## src/rtl/idelay_scan_pkg.sv

```systemverilog
// rtl/idelay_scan_pkg.sv - shared types, widths and the rotation match helper for the IDELAY scan controller
package idelay_scan_pkg;

    localparam int TAP_W  = 9;
    localparam int ERR_W  = 16;
    localparam int BEST_W = $clog2(511 / 8 + 2);
    // Shared phase counter; wide enough for READY_TIMEOUT and 2^DWELL_LOG2 up to 2^15.
    localparam int CNT_W  = 16;

    typedef enum logic [3:0] {
        S_IDLE,
        S_BLANK,
        S_WAIT_RDY,
        S_SETTLE,
        S_DWELL,
        S_EVAL,
        S_CENTER,
        S_BLANK2,
        S_WAIT_RDY2,
        S_FINISH
    } state_t;

    // Word alignment is unknown during training, so any bit-rotation of the pattern counts as good.
    function automatic logic is_rotation(input logic [7:0] pat, input logic [7:0] word);
        logic [15:0] pp;
        logic        hit;
        hit = 1'b0;
        for (int i = 0; i < 8; i++) begin
            pp = {pat, pat} << i;
            if (pp[15:8] == word) hit = 1'b1;
        end
        return hit;
    endfunction

endpackage

```

## src/rtl/idelay_scan_ctrl_pattern_checker.sv

```systemverilog
// rtl/idelay_scan_ctrl_pattern_checker.sv - rotation-tolerant word compare with saturating error counter
module pattern_checker
    import idelay_scan_pkg::*;
(
    input  logic             clk160,
    input  logic             rst,
    input  logic             clear,
    input  logic             enable,
    input  logic [7:0]       pattern,
    input  logic [7:0]       data,
    output logic [ERR_W-1:0] errors
);

    always_ff @(posedge clk160 or posedge rst) begin
        if (rst) begin
            errors <= '0;
        end else if (clear) begin
            errors <= '0;
        end else if (enable && !is_rotation(pattern, data) && errors != '1) begin
            errors <= errors + ERR_W'(1);
        end
    end

endmodule

```

## src/rtl/idelay_scan_ctrl.sv

```systemverilog
// rtl/idelay_scan_ctrl.sv - sweeps IDELAY taps, finds the widest clean window and parks the delay at its centre
module idelay_scan_ctrl
    import idelay_scan_pkg::*;
#(
    parameter int STEP          = 8,
    parameter int MAX_DELAY     = 511,
    parameter int DWELL_LOG2    = 10,
    parameter int READY_BLANK   = 4,
    parameter int SETTLE        = 16,
    parameter int READY_TIMEOUT = 1023
) (
    input  logic              clk160,
    input  logic              rst,
    input  logic              start,
    input  logic [7:0]        pattern,
    input  logic [7:0]        parallel_data,
    input  logic              delay_ready,
    output logic [TAP_W-1:0]  delay_set,
    output logic              busy,
    output logic              done,
    output logic              scan_ok,
    output logic              timeout,
    output logic [TAP_W-1:0]  best_start,
    output logic [BEST_W-1:0] best_width
);

    localparam logic [CNT_W-1:0] BLANK_LAST   = CNT_W'(READY_BLANK - 1);
    localparam logic [CNT_W-1:0] SETTLE_LAST  = CNT_W'(SETTLE - 1);
    localparam logic [CNT_W-1:0] DWELL_LAST   = CNT_W'((1 << DWELL_LOG2) - 1);
    localparam logic [CNT_W-1:0] TIMEOUT_LAST = CNT_W'(READY_TIMEOUT - 1);

    state_t             state;
    logic [7:0]         pat;
    logic [CNT_W-1:0]   cnt;
    logic [TAP_W-1:0]   cur_start;
    logic [BEST_W-1:0]  cur_len;
    logic [ERR_W-1:0]   errors;
    logic [TAP_W:0]     next_tap;
    logic [BEST_W-1:0]  new_len;
    logic [TAP_W-1:0]   new_start;
    logic               chk_clear;
    logic               chk_enable;

    assign next_tap   = {1'b0, delay_set} + (TAP_W+1)'(STEP);
    assign new_len    = cur_len + BEST_W'(1);
    assign new_start  = (cur_len == '0) ? delay_set : cur_start;
    assign chk_clear  = (state == S_IDLE) || (state == S_EVAL);
    assign chk_enable = (state == S_DWELL);

    pattern_checker u_checker (
        .clk160  (clk160),
        .rst     (rst),
        .clear   (chk_clear),
        .enable  (chk_enable),
        .pattern (pat),
        .data    (parallel_data),
        .errors  (errors)
    );

    always_ff @(posedge clk160 or posedge rst) begin
        if (rst) begin
            state      <= S_IDLE;
            pat        <= '0;
            cnt        <= '0;
            cur_start  <= '0;
            cur_len    <= '0;
            delay_set  <= '0;
            busy       <= 1'b0;
            done       <= 1'b0;
            scan_ok    <= 1'b0;
            timeout    <= 1'b0;
            best_start <= '0;
            best_width <= '0;
        end else begin
            case (state)
                S_IDLE: begin
                    if (start) begin
                        pat        <= pattern;
                        cur_start  <= '0;
                        cur_len    <= '0;
                        best_start <= '0;
                        best_width <= '0;
                        done       <= 1'b0;
                        scan_ok    <= 1'b0;
                        timeout    <= 1'b0;
                        busy       <= 1'b1;
                        delay_set  <= '0;
                        cnt        <= '0;
                        state      <= S_BLANK;
                    end
                end
                // delay_ready may still reflect the previous tap here, so it is ignored.
                S_BLANK, S_BLANK2: begin
                    if (cnt == BLANK_LAST) begin
                        cnt   <= '0;
                        state <= (state == S_BLANK) ? S_WAIT_RDY : S_WAIT_RDY2;
                    end else begin
                        cnt <= cnt + CNT_W'(1);
                    end
                end
                S_WAIT_RDY, S_WAIT_RDY2: begin
                    if (delay_ready) begin
                        cnt <= '0;
                        if (state == S_WAIT_RDY) begin
                            state <= S_SETTLE;
                        end else begin
                            scan_ok <= (best_width != '0);
                            state   <= S_FINISH;
                        end
                    end else if (cnt == TIMEOUT_LAST) begin
                        timeout <= 1'b1;
                        state   <= S_FINISH;
                    end else begin
                        cnt <= cnt + CNT_W'(1);
                    end
                end
                S_SETTLE: begin
                    if (cnt == SETTLE_LAST) begin
                        cnt   <= '0;
                        state <= S_DWELL;
                    end else begin
                        cnt <= cnt + CNT_W'(1);
                    end
                end
                S_DWELL: begin
                    if (cnt == DWELL_LAST) begin
                        cnt   <= '0;
                        state <= S_EVAL;
                    end else begin
                        cnt <= cnt + CNT_W'(1);
                    end
                end
                S_EVAL: begin
                    if (errors == '0) begin
                        cur_start <= new_start;
                        cur_len   <= new_len;
                        // Strict compare keeps the earliest of equally wide windows.
                        if (new_len > best_width) begin
                            best_start <= new_start;
                            best_width <= new_len;
                        end
                    end else begin
                        cur_len <= '0;
                    end
                    if (next_tap > (TAP_W+1)'(MAX_DELAY)) begin
                        state <= S_CENTER;
                    end else begin
                        delay_set <= next_tap[TAP_W-1:0];
                        state     <= S_BLANK;
                    end
                end
                S_CENTER: begin
                    if (best_width != '0) begin
                        delay_set <= TAP_W'({1'b0, best_start}
                                     + ((((TAP_W+1)'(best_width) - (TAP_W+1)'(1)) * (TAP_W+1)'(STEP)) >> 1));
                    end else begin
                        delay_set <= '0;
                    end
                    cnt   <= '0;
                    state <= S_BLANK2;
                end
                S_FINISH: begin
                    busy  <= 1'b0;
                    done  <= 1'b1;
                    state <= S_IDLE;
                end
                default: state <= S_IDLE;
            endcase
        end
    end

endmodule
```

## config.mk

```make
export PLATFORM = sky130hd
export DESIGN_NAME = idelay_scan_ctrl
export DESIGN_NICKNAME = d
export VERILOG_FILES = /design/src/rtl/idelay_scan_pkg.sv /design/src/rtl/idelay_scan_ctrl_pattern_checker.sv /design/src/rtl/idelay_scan_ctrl.sv
export SDC_FILE = /design/constraint.sdc
export NUM_CORES = 1
export LEC_CHECK = 0
export ABC_CLOCK_PERIOD_IN_PS = 2380
export BUFFER_PORTS_ARGS = -buffer_cell sky130_fd_sc_hd__buf_4
export CORE_MARGIN = 1.5
export CORE_UTILIZATION = 30
export CTS_CLUSTER_DIAMETER = 30
export CTS_CLUSTER_SIZE = 14
export DETAILED_ROUTE_END_ITERATION = 12
export GPL_TIMING_DRIVEN = 1
export PLACE_DENSITY = 0.55
export SYNTH_ARGS = -nofsm -noshare
export SYNTH_HDL_FRONTEND = slang
export SYNTH_HIERARCHICAL = 1
export SYNTH_SLANG_ARGS = --single-unit
```

## constraint.sdc

```tcl
create_clock -name clk160 -period 2.38 [get_ports clk160]
set_input_delay 0.357 -clock clk160 [delete_from_list [all_inputs] [get_ports clk160]]
set_output_delay 0.357 -clock clk160 [all_outputs]
set_load 0.1 [all_outputs]
```

==> run metrics, run 1 <==
status=finished with violations; violated checks=negative setup slack; Die Wd=147.2 um; share of cells above drive strength 1=0.2608; post-route ant nets=0; vias in the first global route=5164; Reg2Reg Capture Point=best_start[4]; root buffer cell=clkbuf_16; Post-synth EDFFs=0; Max VDD drop=0.4878 mV; TritonCTS clock tree=done; critical path endpoint category=register; post-route cell area=0.007546 sq mm; Mapped Nets=704; Initial DRC Count=352; Crit Path Max Fanout=13; Site Rows=52; setup violators final=16; largest net degree at the start of global routing=74; Slew Viols, Final=0; DR WL/cell=15.72 um; Post-DP HPWL=11520 um; Sinks on Clock Net=89; wirelength, routed=15940 um; R2R depth=10; multi-input logic area=0.003731 sq mm; Fill cells=2092; Critical R2R Launch=cur_len[0]; total I/O pin count=49; DR pass1 iterations=4; Initial Utilization=0.3074; met3 WL=544 um; post-DR vias/cell=5.052; clk_skew=5.513 ps; Netlist cell types=70; total global-route track usage=0.1538; Syn Std Cell Area=0.006241 sq mm; GR Overflow Total=0; max_slew headroom=0.4904; routed wl met2=7795 um; setup TNS=-633.9 ps; fin worst setup slack=-58.91 ps; max layer used=met4; Area Growth Syn to Fin=20.91%; Pwr per Cell Area=991.6 mW/mm^2; Yosys top cell by area=dfrtp_1; top post-synthesis cells by area=dfrtp_1 (36%), xnor2_1 (6.6%), xor2_1 (4.6%); Setup CP Type=register to register; post-layout util=0.3717; M1 wire length=7451 um; synthesized instance count=662; Yosys reg bits=89; WHS=107.3 ps; antenna cells=0; DRC violations left=0; CP required=2610 ps; worst-case clock buffer depth=2; global-route wire length before repair=26850 um; fmax=0.4100 GHz; worst skew pair latency=350 ps; htree depth=3; area of the die=0.02168 sq mm; via count=5123; Syn. warnings=6; Final Hold Violating Endpoints=0; top-area cell type share of the netlist area=0.3569; antenna violations before repair=0; Die Ht=147.2 um; Slew @ Worst Pin=758.6 ps; Port Buffer Count=48; CP startpoint kind=register; Async SR Flop Fraction=1.000; Cell Area, Placed=0.007138 sq mm; Arr. time, crit path=2670 ps; Tcrit/Tclk final=1.025; R2R setup slack=-60 ps; Worst Hold Class=input port to async pin; clock period minus worst slack=2439 ps; core area=0.02030 sq mm; Register Area=0.002250 sq mm; unrepaired setup endpoints after global routing=yes; sequential fraction of the synthesis area=0.3569; total chip power=7.482 mW; Worst-path clk slew=60 ps; final net count=782; Pleak=3.129 nW; Avg Inst Size Synth=9.427 sq um; hold_buf cts=0; GP Congestion=0.7947; Num CTS Buffers=9; most common flop cell mapped by yosys=dfrtp_1; Max-cap violations=0
==> sequential cells by signal (all words and copies together), names as in the netlist <==
| signal | count |
|---|---|
| scan_ok | 1 |
| done | 1 |
| cnt | 16 |
| timeout | 1 |
| cur_len | 7 |
| u_checker/errors | 16 |
| pat | 8 |
| state | 4 |
| busy | 1 |
| delay_set | 9 |
| best_width | 7 |
| best_start | 9 |
| cur_start | 9 |
==> final cells by class <==
type	instances	area share
flip-flops and latches	89	0.2981
clock buffers	15	0.03416
multi-input cells	505	0.4944
repair buffers	109	0.1151
well taps	270	0.04477
inverters	26	0.01343
==> worst max path at each step <==
stage	startpoint	end	cells after the start	slack, ps
after floorplan	best_width[0]	delay_set[8]	9	-110
after global placement	cur_len[1]	best_start[6]	11	-50
after detailed placement	cur_len[1]	best_start[4]	11	-80
after CTS	cur_len[1]	best_start[4]	11	-70
after global routing	cur_len[0]	best_start[3]	10	-200
final	cur_len[0]	best_start[4]	10	-60
==> timing repair <==
| action | in CTS | in global routing |
|---|---|---|
| pin swaps | 0 | 0 |
| endpoints found under the setup margin | 19 | 46 |
| setup buffers | 0 | 5 |
| gates resized for setup | 5 | 26 |
==> worst max-delay path, cell delays in order (launching register included) <==
cell	delay, ps
dfrtp_2	450
ha_4	180
buf_4	140
xor2_1	190
ha_1	280
nand4_1	120
nor2_2	40
o31ai_2	190
o41a_1	240
buf_12	170
mux2_1	320
==> Yosys cell counts, types with 8 or more instances <==
master and instances:
nand2_1 51, or4_1 15, buf_2 11, xor2_1 33, dfrtp_1 89, ha_1 21
mux2_2 9, a21oi_1 29, xnor2_1 47, clkbuf_1 8, a22oi_1 13, nor2_1 42
buf_6 16, nor4_1 12, nand4_1 21, a22o_1 8, mux2i_1 15, or3_1 14
o21ai_0 31, inv_1 26, nor3_1 10, mux2_1 9, nand3_1 21, o31ai_1 18
==> report_power, final <==
group	internal, mW	switching (mW)	total (mW)
Sequential	1.73	0.403	2.14
Combinational	1.75	2.28	4.04
Clock	0.733	0.575	1.31
==> cell usage in the layout, fill, tap and decap left out, types with 6 or more instances in the layout <==
cell type / count
mux2i_1: 15
nor2_1: 40
a22oi_1: 13
or3_1: 14
o21ai_0: 31
xor2_1: 33
clkbuf_16: 9
a21oi_1: 27
nor2b_1: 6
or4_1: 14
dfrtp_1: 71
ha_1: 17
inv_1: 22
buf_4: 105
o31ai_1: 16
mux2_1: 9
dfrtp_2: 18
nor3_1: 9
xnor2_1: 46
nand3_1: 19
mux2_4: 6
nor4_1: 12
nand4_1: 21
a22o_1: 8
mux2_2: 9
nand2_1: 51
==> layer usage <==
layer | global-route usage | vias to the layer above
li1 | - | 2554
met1 | 0.2052 | 2491
met2 | 0.2566 | 67
met3 | 0.03075 | 11
met4 | 0.03450 | 0
met5 | 0 | -
==> stage by stage <==
stage                     cells  worst slack, ps
after floorplan             662           -114.8
after global placement      994           -51.08
after detailed placement    994           -80.90
after CTS                  1009           -65.24
after global routing       1014           -203.4
final                      1014           -58.91
==> cells by family after synthesis <==
logic type               Yosys count  share of synthesized area
flip-flops                        89                     0.3569
multiplexers                      39                    0.07097
XOR/XNOR                          80                     0.1123
buffers and inverters             68                    0.06676
AND/OR/NAND/NOR                  222                     0.1913
adder cells (fa/ha/maj)           22                    0.04531
AO/OA/AOI/OAI                    142                     0.1566
No activity file was read; power rests on OpenSTA's default activity.
==> inputs of run 2 (changes only) <==
Settings changed: BUFFER_PORTS_ARGS -buffer_cell sky130_fd_sc_hd__buf_4 to default, CAP_MARGIN from default to 10, CORE_UTILIZATION 30 to 55, DONT_BUFFER_PORTS from default to 1, PLACE_DENSITY 0.55 to 0.81.
==> run 2 against run 1 <==
Effect of this change:
- the flow still finishes with violations (negative setup slack)
- clock skew about the same
- combinational power up 3%
- clock-buffer cell count down 4
- cell count down 15%
- setup slack worse by 130 ps
- wire length up 1.0%
- sequential power up 2%
- worst hold slack better by 44 ps
- global-route usage up 12 points
- clock power about the same
- critical endpoint is now best_start[1]
==> run metrics, run 2 (synthesized netlist as in run 1, its figures left out) <==
most frequent cells in the layout=buf_4 (73), dfrtp_1 (69), nand2_1 (50), xnor2_1 (44), nor2_1 (40); Initial DRC Count=398; Critical R2R Launch=cur_len[1]; antenna cells=0; HP Start=pattern[0]; R2R depth=10; Top Registers=cnt: 16 flops, u_checker/errors: 16 flops; Die Wd=109.5 um; Pleak=3.002 nW; Worst-path clk slew=60 ps; dpl ws=-170.4 ps; CP required=2620 ps; Max VDD drop=0.6327 mV; Slew Viols, Final=0; post-route ant nets=0; Setup CP Type=register to register; CP startpoint kind=register; via count=5304; hold path depth=1; Area Growth Syn to Fin=17.28%; max_slew headroom=0.3401; worst skew pair latency=350 ps; DR pass1 iterations=5; TritonCTS clock tree=done; total chip power=7.672 mW; GR Overflow Total=0; global-route wire length before repair=25660 um; core area=0.01094 sq mm; Pwr per Cell Area=1048 mW/mm^2; unrepaired setup endpoints after global routing=yes; final net count=755; largest net degree at the start of global routing=61; R2R setup slack=-190 ps; Initial Utilization=0.5707; violated checks=negative setup slack; setup violators final=16; root buffer cell=clkbuf_16; Register Area=0.002252 sq mm; Hold Path End=pat[0]; WHS=151.3 ps; Worst Hold Class=input port to register; fin worst setup slack=-193.0 ps; commonest non-fill, non-tap cell in the layout=buf_4; worst-case clock buffer depth=2; total global-route track usage=0.2764; status=finished with violations; Post-DP HPWL=11190 um; Die Ht=109.5 um; vias in the first global route=5290; Arr. time, crit path=2810 ps; GP Congestion=0.8626; Sinks on Clock Net=89; Max-cap violations=0; Cell Area, Placed=0.006669 sq mm; multi-input logic area=0.003826 sq mm; Crit Path Max Fanout=8; Slew @ Worst Pin=989.9 ps; antenna violations before repair=0; share of cells above drive strength 1=0.2577; Reg2Reg Capture Point=best_start[1]; Fill cells=787; total I/O pin count=49; htree depth=3; Final Hold Violating Endpoints=0; fmax=0.3887 GHz; setup TNS=-2657 ps; wirelength, routed=16100 um; Tcrit/Tclk final=1.081; post-route cell area=0.007320 sq mm; critical path endpoint category=register; clk_skew=5.911 ps; post-DR vias/cell=6.182; Num CTS Buffers=9; DRC violations left=0; DR WL/cell=18.77 um; Site Rows=38; area of the die=0.01200 sq mm; Port Buffer Count=0; clock period minus worst slack=2573 ps
## run 2: changes by cell type in the layout (fill, tap and decap cells not counted), moves of 4 or more
cell	before	now
buf_4	105	73
mux2_1	9	3
buf_6	0	4
mux2_4	6	12
## run 2: critical path, cell delays in order, from the launching register on
cell and delay [ps]:
dfrtp_2 430, and3_4 190, nand3_1 140, xnor2_2 260, ha_4 250, a21oi_2 130, nor2b_1 70, o41a_1 400
buf_6 150, buf_12 140, mux2_4 290
## run 2: timing repair
item                                    4_1_cts  5_1_grt
hold buffers                                  1        0
pin swaps                                     4        8
setup buffers                                12        3
cloned                                        1        0
endpoints found under the hold margin        29        0
endpoints found under the setup margin       36       34
resized for setup                            22       33
## run 2: cell type report
cell class,instances,area share
Clock buffer,11,0.03179
Tap cell,140,0.02393
Inverter,26,0.01402
Clock inverter,5,0.005470
Multi-Input combinational cell,505,0.5227
Sequential cell,89,0.3077
Timing Repair Buffer,82,0.09436
## run 2: worst max-delay path by stage
stage                     to          start  slack, ps  depth (start not counted)
2_1_floorplan   delay_set[8]  best_width[0]       -110                          9
6_report       best_start[1]     cur_len[1]       -190                         10
4_1_cts        best_start[1]     cur_len[0]       -110                         12
3_3_place_gp   best_start[4]     cur_len[1]        -60                         11
3_5_place_dp   best_start[4]     cur_len[1]       -170                         11
5_1_grt        best_start[1]     cur_len[1]       -250                         12
## run 2: power by group
part,switching (mW),internal (mW),total (mW)
combinational,2.38,1.77,4.15
clock,0.629,0.714,1.34
sequential,0.444,1.73,2.18
total,3.46,4.21,7.67
## run 2: metal layers
metal / share of wire / track usage / up-vias
met3: 0.044 / 0.05453 / 27
met2: 0.52 / 0.4840 / 130
li1: - / - / 2510
met1: 0.41 / 0.3292 / 2637
met4: 0.018 / 0.1178 / 0
met5: 0 / 0 / -
## run 2: through the flow
stage,util,cells
3_3_place_gp,0.6098,825
5_1_grt,0.6693,858
6_report,0.6693,858
4_1_cts,0.6554,855
3_5_place_dp,0.6098,825
2_1_floorplan,-,662
==> inputs of run 3 (changes only) <==
Settings changed: CAP_MARGIN 10 to 20, CORE_UTILIZATION 55 to 40, PLACE_DENSITY 0.81 to 0.64.
==> run 3 against run 2 <==
Effect of this change:
- largest cell class unchanged
- largest power group unchanged
- die area is 36% higher
- the run still ends with negative setup slack left
- combinational power is 1% lower
- clock-buffer cell count stayed put
- utilization is 18 points lower
- clock power is 19% higher
- critical endpoint is now best_start[6]
- sequential share of layout area is 0.36 points lower
- global-route usage is 7.6 points lower
- total power is 2.4% higher
- non-clock buffer count is 2 lower
- critical path depth stayed put
- register-to-register slack better by 80 ps
==> run metrics, run 3 (synthesized netlist as in run 1, its figures left out) <==
global-route wire length before repair=26130 um; R2R depth=10; area of the die=0.01636 sq mm; max_slew headroom=0.2553; post-route cell area=0.007401 sq mm; Max-cap violations=0; Critical R2R Launch=cur_len[0]; antenna violations before repair=0; Pleak=3.033 nW; TritonCTS clock tree=done; commonest non-fill, non-tap cell in the layout=dfrtp_1; R2R setup slack=-110 ps; Crit Path Max Fanout=8; Die Ht=127.9 um; Final Hold Violating Endpoints=0; critical path endpoint category=register; Port Buffer Count=0; dpl ws=-159.5 ps; Pwr per Cell Area=1062 mW/mm^2; Setup CP Type=register to register; Tcrit/Tclk final=1.047; CP required=2620 ps; setup violators final=16; DR pass1 iterations=5; worst-case clock buffer depth=2; Worst Hold Class=input port to async pin; vias in the first global route=5237; Post-DP HPWL=11390 um; post-layout util=0.4868; CP startpoint kind=register; Die Wd=127.9 um; GP Congestion=0.8238; post-route ant nets=0; fmax=0.4014 GHz; worst skew pair latency=360 ps; GR Overflow Total=0; Slew Viols, Final=0; clock period minus worst slack=2491 ps; unrepaired setup endpoints after global routing=yes; count of buffer and inverter cells on the critical path=2; Fill cells=1388; status=finished with violations; most frequent cells in the layout=dfrtp_1 (70), buf_4 (69), nand2_1 (51), xnor2_1 (45), nor2_1 (40); Max VDD drop=0.5515 mV; Worst-path clk slew=70 ps; Arr. time, crit path=2740 ps; top cell family by delay on the critical path=compound AO/OA/AOI/OAI gates; Worst path max stage delay=420 ps; via count=5316; slowest CP cell=dfrtp_2; root buffer cell=clkbuf_16; core area=0.01520 sq mm; Reg2Reg Capture Point=best_start[6]; Num CTS Buffers=9; Cell Area, Placed=0.006771 sq mm; Initial DRC Count=401; fin worst setup slack=-111.2 ps; antenna cells=0; DR WL/cell=17.95 um; clk_skew=15.95 ps; htree depth=3; post-DR vias/cell=5.881; Sinks on Clock Net=89; total global-route track usage=0.2008; share of cells above drive strength 1=0.2472; Slew @ Worst Pin=1108 ps; CP Cell Sequence=and3_1 > nand3_2 > xnor2_2 > ha_1 > a21oi_1 > nor2b_1 > o41a_1 > buf_6 > buf_12 > mux2_4; Site Rows=45; final net count=753; total I/O pin count=49; Top Registers=cnt: 16 flops, u_checker/errors: 16 flops; DRC violations left=0; violated checks=negative setup slack; wirelength, routed=16230 um; largest net degree at the start of global routing=33; Area Growth Syn to Fin=18.58%; Initial Utilization=0.4105
[run 3: changes by cell type in the layout (fill, tap and decap cells not counted), sizes merged]
cell	previous run	this run
clkinvlp	3	1
inv	27	28
bufinv	0	2
buf	81	79
clkinv	1	0
[run 3: per-stage QoR]
stage | power [mW] | std cells | TNS [ps] | hold WS (ps)
3_3_place_gp | 5.818 | 877 | -416.5 | 349.8
4_1_cts | 7.734 | 901 | -1097 | 22.74
3_5_place_dp | 5.954 | 877 | -1838 | 357.9
2_1_floorplan | 5.069 | 662 | -636.6 | 270.7
6_report | 7.857 | 904 | -1397 | 6.047
5_1_grt | 8.320 | 904 | -2464 | 58.51
[run 3: how the worst max path moves through the flow]
stage,start,to,depth (start not counted)
after CTS,cur_len[1],best_start[3],12
after detailed placement,cur_len[1],best_start[4],11
after global routing,cur_len[0],best_start[6],12
after floorplan,best_width[0],delay_set[8],9
after global placement,cur_len[1],best_start[3],11
final,cur_len[0],best_start[6],10
[run 3: final cells by class]
| cell class | instances | area (sq um) | area share |
|---|---|---|---|
| inverter | 26 | 102.6 | 0.01386 |
| timing repair buffer | 80 | 691.9 | 0.09349 |
| clock inverter | 5 | 85.08 | 0.01150 |
| sequential | 89 | 2251 | 0.3041 |
| multi-input combinational | 505 | 3792 | 0.5124 |
| tap | 188 | 235.2 | 0.03178 |
| clock buffer | 11 | 242.7 | 0.03280 |
[run 3: metal layers]
layer  wire length [um]  vias up  GRT usage
li1                   -     2505          -
met1               6928     2640     0.2456
met2               7994      147     0.3460
met3                918       24    0.03840
met4                386        0    0.08526
met5                  0        -          0
[run 3: power by group]
group | total, mW | switching, mW | internal [mW] | leakage (nW)
clock network | 1.60 | 0.640 | 0.957 | 0.157
logic | 4.11 | 2.35 | 1.76 | 1.69
registers | 2.15 | 0.416 | 1.73 | 1.18
[run 3: what timing repair did]
action	CTS	global route
hold endpoints to repair	16	0
resized for setup	15	34
pin swaps	1	4
hold buffers	1	0
endpoints found under the setup margin	18	32
buffers inserted	6	3
cloned	1	0
